## src/rtl/ram_access_arbiter_if.sv

```systemverilog
// Bus bundle between two SRAM requesters, the arbiter, and the RAM I/F unit.
//   Requester A/B: iReqX, iWeX (1=write), iAdrsX, iWdX in; oAckX, oRdX, oRvdX out.
//   RAM side:      oAdrs, oWd, oCmd (1=write), oCke (beat strobe) out; iRd, iRvd in.
// slave  = arbiter view, master = requesters + RAM I/F view.
interface ram_access_arbiter_if #(
  parameter int pRamAdrsWidth = 18,
  parameter int pRamDqWidth   = 16
);
  logic                     iReqA, iWeA, oAckA, oRvdA;
  logic [pRamAdrsWidth-1:0] iAdrsA;
  logic [pRamDqWidth-1:0]   iWdA, oRdA;
  logic                     iReqB, iWeB, oAckB, oRvdB;
  logic [pRamAdrsWidth-1:0] iAdrsB;
  logic [pRamDqWidth-1:0]   iWdB, oRdB;
  logic [pRamAdrsWidth-1:0] oAdrs;
  logic [pRamDqWidth-1:0]   oWd, iRd;
  logic                     oCmd, oCke, iRvd;

  modport slave (
    input  iReqA, iWeA, iAdrsA, iWdA, iReqB, iWeB, iAdrsB, iWdB, iRd, iRvd,
    output oAckA, oRdA, oRvdA, oAckB, oRdB, oRvdB, oAdrs, oWd, oCmd, oCke
  );
  modport master (
    output iReqA, iWeA, iAdrsA, iWdA, iReqB, iWeB, iAdrsB, iWdB, iRd, iRvd,
    input  oAckA, oRdA, oRvdA, oAckB, oRdB, oRvdB, oAdrs, oWd, oCmd, oCke
  );
endinterface

```

## src/rtl/ram_access_arbiter.sv

```systemverilog
// Two-requester SRAM access arbiter.
//   iCLK, iRST : clock, synchronous active-high reset
//   bus        : requester A/B handshakes and RAM I/F side (slave modport)
//   oErr       : sticky, set when read data returns with no read outstanding
// Round-robin grant with a burst cap of pBurstMax beats while the other side
// waits. Read owners are tracked in an in-order tag FIFO so returned data is
// steered to the right requester.
module ram_access_arbiter #(
  parameter int pRamAdrsWidth = 18,
  parameter int pRamDqWidth   = 16,
  parameter int pBurstMax     = 8,
  parameter int pTagDepth     = 8
) (
  input  logic                iCLK,
  input  logic                iRST,
  ram_access_arbiter_if.slave bus,
  output logic                oErr
);
  localparam int CW = $clog2(pBurstMax + 1);
  localparam int TW = $clog2(pTagDepth);

  typedef enum logic [1:0] {IDLE, GNT_A, GNT_B} state_t;

  state_t                   state, stateNext;
  logic [CW-1:0]            burstCnt;
  logic                     lastB;      // last served side; reset favours A
  logic                     ackA, ackB, ack, burstLast;
  logic [pRamAdrsWidth-1:0] adrsSel;
  logic [pRamDqWidth-1:0]   wdSel;
  logic                     weSel;
  logic [pTagDepth-1:0]     tagMem;
  logic [TW-1:0]            wrPtr, rdPtr;
  logic [TW:0]              tagCnt;
  logic                     full, empty, push, pop;

  assign burstLast = (burstCnt == CW'(pBurstMax - 1));
  assign full      = (tagCnt == (TW+1)'(pTagDepth));
  assign empty     = (tagCnt == '0);

  // state register
  always_ff @(posedge iCLK) begin
    if (iRST) state <= IDLE;
    else      state <= stateNext;
  end

  // next state
  always_comb begin
    stateNext = state;
    unique case (state)
      IDLE: begin
        if (bus.iReqA && (!bus.iReqB || lastB)) stateNext = GNT_A;
        else if (bus.iReqB)                     stateNext = GNT_B;
      end
      GNT_A: begin
        if (!bus.iReqA)                             stateNext = bus.iReqB ? GNT_B : IDLE;
        else if (ackA && burstLast && bus.iReqB)    stateNext = GNT_B;
      end
      GNT_B: begin
        if (!bus.iReqB)                             stateNext = bus.iReqA ? GNT_A : IDLE;
        else if (ackB && burstLast && bus.iReqA)    stateNext = GNT_A;
      end
      default: stateNext = IDLE;
    endcase
  end

  // outputs: a full tag FIFO only stalls reads; acks are held off in reset
  always_comb begin
    ackA = 1'b0;
    ackB = 1'b0;
    if (!iRST) begin
      ackA = (state == GNT_A) && bus.iReqA && (bus.iWeA || !full);
      ackB = (state == GNT_B) && bus.iReqB && (bus.iWeB || !full);
    end
  end

  assign bus.oAckA = ackA;
  assign bus.oAckB = ackB;
  assign ack       = ackA || ackB;
  assign adrsSel   = ackB ? bus.iAdrsB : bus.iAdrsA;
  assign wdSel     = ackB ? bus.iWdB   : bus.iWdA;
  assign weSel     = ackB ? bus.iWeB   : bus.iWeA;

  // burst counter and round-robin pointer; both settle whenever a grant ends
  always_ff @(posedge iCLK) begin
    if (iRST) begin
      burstCnt <= '0;
      lastB    <= 1'b1;
    end else if (state != IDLE && stateNext != state) begin
      burstCnt <= '0;
      lastB    <= (state == GNT_B);
    end else if (ack) begin
      burstCnt <= burstLast ? '0 : burstCnt + CW'(1);
    end
  end

  // beat issue register
  always_ff @(posedge iCLK) begin
    if (iRST) begin
      bus.oCke  <= 1'b0;
      bus.oCmd  <= 1'b0;
      bus.oAdrs <= '0;
      bus.oWd   <= '0;
    end else begin
      bus.oCke <= ack;
      if (ack) begin
        bus.oAdrs <= adrsSel;
        bus.oWd   <= wdSel;
        bus.oCmd  <= weSel;
      end
    end
  end

  // read-owner tag FIFO (tag 1 = B)
  assign push = ack && !weSel;
  assign pop  = bus.iRvd && !empty;

  always_ff @(posedge iCLK) begin
    if (iRST) begin
      wrPtr  <= '0;
      rdPtr  <= '0;
      tagCnt <= '0;
    end else begin
      if (push) wrPtr <= wrPtr + TW'(1);
      if (pop)  rdPtr <= rdPtr + TW'(1);
      case ({push, pop})
        2'b10:   tagCnt <= tagCnt + (TW+1)'(1);
        2'b01:   tagCnt <= tagCnt - (TW+1)'(1);
        default: tagCnt <= tagCnt;
      endcase
    end
  end

  always_ff @(posedge iCLK) begin
    if (push) tagMem[wrPtr] <= ackB;
  end

  // read return; data with nothing outstanding is dropped and flagged
  always_ff @(posedge iCLK) begin
    if (iRST) begin
      bus.oRvdA <= 1'b0;
      bus.oRvdB <= 1'b0;
      bus.oRdA  <= '0;
      bus.oRdB  <= '0;
      oErr      <= 1'b0;
    end else begin
      bus.oRvdA <= pop && !tagMem[rdPtr];
      bus.oRvdB <= pop &&  tagMem[rdPtr];
      if (pop) begin
        bus.oRdA <= bus.iRd;
        bus.oRdB <= bus.iRd;
      end
      if (bus.iRvd && empty) oErr <= 1'b1;
    end
  end
endmodule

```

## src/flat_wrapper.sv

```systemverilog
// flat-port wrapper written by rule: the top's interface ports become plain ports
module ram_access_arbiter_flat 
#(
  parameter int pRamAdrsWidth = 18,
  parameter int pRamDqWidth   = 16,
  parameter int pBurstMax     = 8,
  parameter int pTagDepth     = 8
)
  (iCLK, iRST, oErr, bus_iReqA, bus_iWeA, bus_iAdrsA, bus_iWdA, bus_iReqB, bus_iWeB, bus_iAdrsB, bus_iWdB, bus_iRd, bus_iRvd, bus_oAckA, bus_oRdA, bus_oRvdA, bus_oAckB, bus_oRdB, bus_oRvdB, bus_oAdrs, bus_oWd, bus_oCmd, bus_oCke);
  ram_access_arbiter_if #(.pRamAdrsWidth(pRamAdrsWidth), .pRamDqWidth(pRamDqWidth)) bus_i ();
  input  logic iCLK;
  input  logic iRST;
  output logic oErr;
  input wire logic [$bits(bus_i.iReqA)-1:0] bus_iReqA;
  input wire logic [$bits(bus_i.iWeA)-1:0] bus_iWeA;
  input wire logic [$bits(bus_i.iAdrsA)-1:0] bus_iAdrsA;
  input wire logic [$bits(bus_i.iWdA)-1:0] bus_iWdA;
  input wire logic [$bits(bus_i.iReqB)-1:0] bus_iReqB;
  input wire logic [$bits(bus_i.iWeB)-1:0] bus_iWeB;
  input wire logic [$bits(bus_i.iAdrsB)-1:0] bus_iAdrsB;
  input wire logic [$bits(bus_i.iWdB)-1:0] bus_iWdB;
  input wire logic [$bits(bus_i.iRd)-1:0] bus_iRd;
  input wire logic [$bits(bus_i.iRvd)-1:0] bus_iRvd;
  output wire logic [$bits(bus_i.oAckA)-1:0] bus_oAckA;
  output wire logic [$bits(bus_i.oRdA)-1:0] bus_oRdA;
  output wire logic [$bits(bus_i.oRvdA)-1:0] bus_oRvdA;
  output wire logic [$bits(bus_i.oAckB)-1:0] bus_oAckB;
  output wire logic [$bits(bus_i.oRdB)-1:0] bus_oRdB;
  output wire logic [$bits(bus_i.oRvdB)-1:0] bus_oRvdB;
  output wire logic [$bits(bus_i.oAdrs)-1:0] bus_oAdrs;
  output wire logic [$bits(bus_i.oWd)-1:0] bus_oWd;
  output wire logic [$bits(bus_i.oCmd)-1:0] bus_oCmd;
  output wire logic [$bits(bus_i.oCke)-1:0] bus_oCke;
  assign bus_i.iReqA = bus_iReqA;
  assign bus_i.iWeA = bus_iWeA;
  assign bus_i.iAdrsA = bus_iAdrsA;
  assign bus_i.iWdA = bus_iWdA;
  assign bus_i.iReqB = bus_iReqB;
  assign bus_i.iWeB = bus_iWeB;
  assign bus_i.iAdrsB = bus_iAdrsB;
  assign bus_i.iWdB = bus_iWdB;
  assign bus_i.iRd = bus_iRd;
  assign bus_i.iRvd = bus_iRvd;
  assign bus_oAckA = bus_i.oAckA;
  assign bus_oRdA = bus_i.oRdA;
  assign bus_oRvdA = bus_i.oRvdA;
  assign bus_oAckB = bus_i.oAckB;
  assign bus_oRdB = bus_i.oRdB;
  assign bus_oRvdB = bus_i.oRvdB;
  assign bus_oAdrs = bus_i.oAdrs;
  assign bus_oWd = bus_i.oWd;
  assign bus_oCmd = bus_i.oCmd;
  assign bus_oCke = bus_i.oCke;
  ram_access_arbiter #(.pRamAdrsWidth(pRamAdrsWidth), .pRamDqWidth(pRamDqWidth), .pBurstMax(pBurstMax), .pTagDepth(pTagDepth)) u_core (.iCLK(iCLK), .iRST(iRST), .bus(bus_i), .oErr(oErr));
endmodule
```

## config.mk

```make
export PLATFORM = sky130hd
export DESIGN_NAME = ram_access_arbiter_flat
export DESIGN_NICKNAME = d
export VERILOG_FILES = /design/src/rtl/ram_access_arbiter_if.sv /design/src/rtl/ram_access_arbiter.sv /design/src/flat_wrapper.sv
export SDC_FILE = /design/constraint.sdc
export NUM_CORES = 1
export LEC_CHECK = 0
export BUFFER_PORTS_ARGS = -buffer_cell sky130_fd_sc_hd__buf_2
export CAP_MARGIN = 20
export CELL_PAD_IN_SITES_DETAIL_PLACEMENT = 2
export CELL_PAD_IN_SITES_GLOBAL_PLACEMENT = 2
export CORE_MARGIN = 4
export CORE_UTILIZATION = 28
export CTS_BUF_LIST = sky130_fd_sc_hd__clkbuf_4
export CTS_CLUSTER_DIAMETER = 80
export DETAILED_ROUTE_END_ITERATION = 16
export PLACE_DENSITY_LB_ADDON = 0.1
export SLEW_MARGIN = 0
export SYNTH_ARGS = -nofsm -noshare
export SYNTH_HDL_FRONTEND = slang
export SYNTH_SLANG_ARGS = --single-unit
```

## constraint.sdc

```tcl
create_clock -name iCLK -period 3.28 [get_ports iCLK]
set_input_delay 0.656 -clock iCLK [delete_from_list [all_inputs] [get_ports iCLK]]
set_output_delay 0.656 -clock iCLK [all_outputs]
set_load 0.005 [all_outputs]
```

==> results.cfg <==
[clocking]
tritoncts = done
post_cts_buffers = 0
cts_root_buf = clkbuf_4
h-tree-depth = 3
cts_sinks = 80
numCtsBuffers = 9
clk_pin_slew_worst_paths_ns = 0.13
clk_path_buf_depth = 2
insertion_delay_ns = 0.44

[yosys]
synth-compound-area-share_pct = 21.1
async_reset_ff_share_pct = 0
synth_mux_area_share_pct = 2.74
seq_area_frac_synth_pct = 42.7
synth-edff-count = 8
syn_area_um2 = 3930
synth-adder-area-share_pct = 2.42
netlist.area_leader.share_pct = 36.6
synth_top_family_by_area = simple AND/OR/NAND/NOR gates
syn_inst = 428
synth_xor_area_share_pct = 0.891
synthSimpleGateAreaFrac_pct = 21.7
synth_area_leader_cell = dfxtp_1
synth.avg_cell_area_um2 = 9.19
ys_warn_count = 0
synth_cell_types = 48
synth_seq_cells = 80
synth_fp_nets = 526
synth_ff_type = dfxtp_1
synthTopCellsByArea = dfxtp_1 37%, a311oi_2 11%, nand2_1 11%

[placed_design]
dp_cells = 731
dp_slack_ns = 0.0946
dp.final_hpwl_um = 8910
place_area_um2 = 4740
portBuffers = 163
gp_congestion = 0.737

[finish]
layout.cells.non_filler = 747
final_common_cell = buf_2
diodes = 0
layout_common_cells = 163 x buf_2, 111 x nand2_1, 72 x dfxtp_1
drive_above_1_share_pct = 41.1
fill_cells = 1605
area_delta_synth_final_pct = 24.5
fin_nets = 660
design_area_um2 = 4900

[timing]
fmax_ghz = 0.324
final.setup.worst_slack_ns = 0.192
finalCriticalPeriod_ns = 3.09
finalSetupTns_ns = 0
fin_skew_ns = 0.0107
rsz0062_at_grt = false
fin_crit_sh_pct = 94.2
hold_ws_ns = 0.434
slew_viol_final = 0
setup_violations = 0
hold_viol_final = 0
slew_headroom_pct = 42.8
worst_pin_slew_ns = 0.858

[power]
p_per_area_nw_per_um2 = 477
internal-power_mw = 1.61
clock_power_share_pct = 28.8
comb_power_share_pct = 22.7
swShare_pct = 31.2
vdd_drop_max_uv = 155
sequentialPowerShare_pct = 48.5
switchingPower_uw = 730
leakage_nw = 2.12

[setup_path]
crit_required_ns = 3.63
crit_chain = or4b_4 > o21ai_4 > inv_2 > o21ai_2 > ha_1 > ha_1 > a21o_1 > a21oi_1 > mux2i_1 > mux2_2
cp_num_buf_inv = 1
slowest_delay_ns = 0.63
path_common_cell = ha_1
crit_family = compound AO/OA/AOI/OAI gates
path_max_fanout = 10
crit_arrival_ns = 3.44
start_kind = register
crit_type = reg -> reg
cp_slowest_cell = or4b_4
end_kind = register

[global_route]
antenna_found_initial = 2
grt_pass1_wl_um = 20600
grt_usage_pct = 16.0
grt_max_degree = 81
grt_pass1_vias = 3943
grt_overflow_total = 0

[hold_path]
worstHoldPathType = in -> reg

[die]
die-area_um2 = 16000
pin_count = 164
die_x_um = 127
die_h_um = 127
rows = 43
start_util_pct = 28.4
coreArea_um2 = 13800

[drt]
drt-vias-per-instance = 4.84
post_drt_wl_per_cell_um = 17.0
via_count = 3617
drt_iter0_markers = 115
antenna_left = 0
routed_wl_um = 12700
drcViolationCount = 0
dr.pass1.iters = 4

[outcome]
status = completed

[flow_run]
timing.max_cap.violations = 0
Yosys cell counts (5+ instances only):
master / count
edfxtp_1: 8
clkbuf_1: 19
ha_1: 6
buf_4: 19
dfxtp_1: 72
buf_6: 5
o211ai_1: 6
a21oi_1: 22
nor4_1: 5
nor3_1: 32
a311oi_1: 5
a311oi_2: 29
nor2_1: 13
nand2_1: 111
nor3_2: 5
inv_1: 8
o21ai_1: 5
repair_timing:
action                                  CTS  global route
resized for setup                         0             1
hold buffers                              0             0
endpoints found under the setup margin    0             2
path summary, 6_finish.rpt:
path	startpoint	end	slack (ns)	cells after the start
worst max-delay path	u_core.tagCnt[0]	u_core.tagCnt[3]	0.19	10
worst min-delay path	bus_iRd[14]	u_core.bus.oRdA[14]	0.43	3
worst max register to register	u_core.tagCnt[0]	u_core.tagCnt[3]	0.19	10
worst min register to register	u_core.bus.oRdA[13]	u_core.bus.oRdA[13]	0.48	2
layout make-up:
type,instances,area [um^2],area share [%]
clock buffer,9,67.6,1.38
clock inverter,7,86.3,1.76
inverter,10,37.5,0.766
multi-input combinational,290,1920,39.3
sequential,80,1680,34.3
tap,180,225,4.60
timing repair buffer,171,876,17.9
flip-flops by register name, indices dropped and copies added (netlist names), 2 cells and up:
register	count
u_core.bus.oWd	16
u_core.bus.oRdA	16
u_core.state	2
u_core.rdPtr	3
u_core.burstCnt	4
u_core.tagMem	8
u_core.wrPtr	3
u_core.bus.oAdrs	18
u_core.tagCnt	4
per-layer routing:
| layer | global-route usage [%] | part of all wire [%] | up-vias |
|---|---|---|---|
| met5 | 0 | 0.16 | - |
| met1 | 17.5 | 40 | 1727 |
| met2 | 28.0 | 51 | 97 |
| met4 | 5.68 | 1.4 | 4 |
| met3 | 6.36 | 8.2 | 17 |
| li1 | - | - | 1772 |
metrics by stage:
stage          total power, mW  utilization (%)
2_1_floorplan             1.49                -
3_3_place_gp              1.67             34.3
3_5_place_dp              1.70             34.3
4_1_cts                   2.39             35.4
5_1_grt                   2.50             35.4
6_report                  2.34             35.4
logic make-up (layout without fill, tap and decap cells):
logic type | count (synthesis) | count (layout)
AOI/OAI and AO/OA | 86 | 86
xor gates and xnor gates | 4 | 4
adders and majority gates | 7 | 7
buffers and inverters | 58 | 197
DFF | 80 | 80
muxes | 8 | 8
and+or+nand+nor | 185 | 185
tightest hold or removal path, delay by kind of cell:
family,cells,cell delay [ns]
AO/OA/AOI/OAI,1,0.05
buffers and inverters,1,0.09
AND/OR/NAND/NOR,1,0.04
power groups by stage:
stage	registers (mW)	logic, mW	clock network [mW]
6_report	1.13	0.531	0.674
3_3_place_gp	1.15	0.522	0
4_1_cts	1.13	0.546	0.712
5_1_grt	1.15	0.598	0.753
2_1_floorplan	1.15	0.343	0
3_5_place_dp	1.15	0.543	0
No activity file was read; power rests on OpenSTA's default activity.
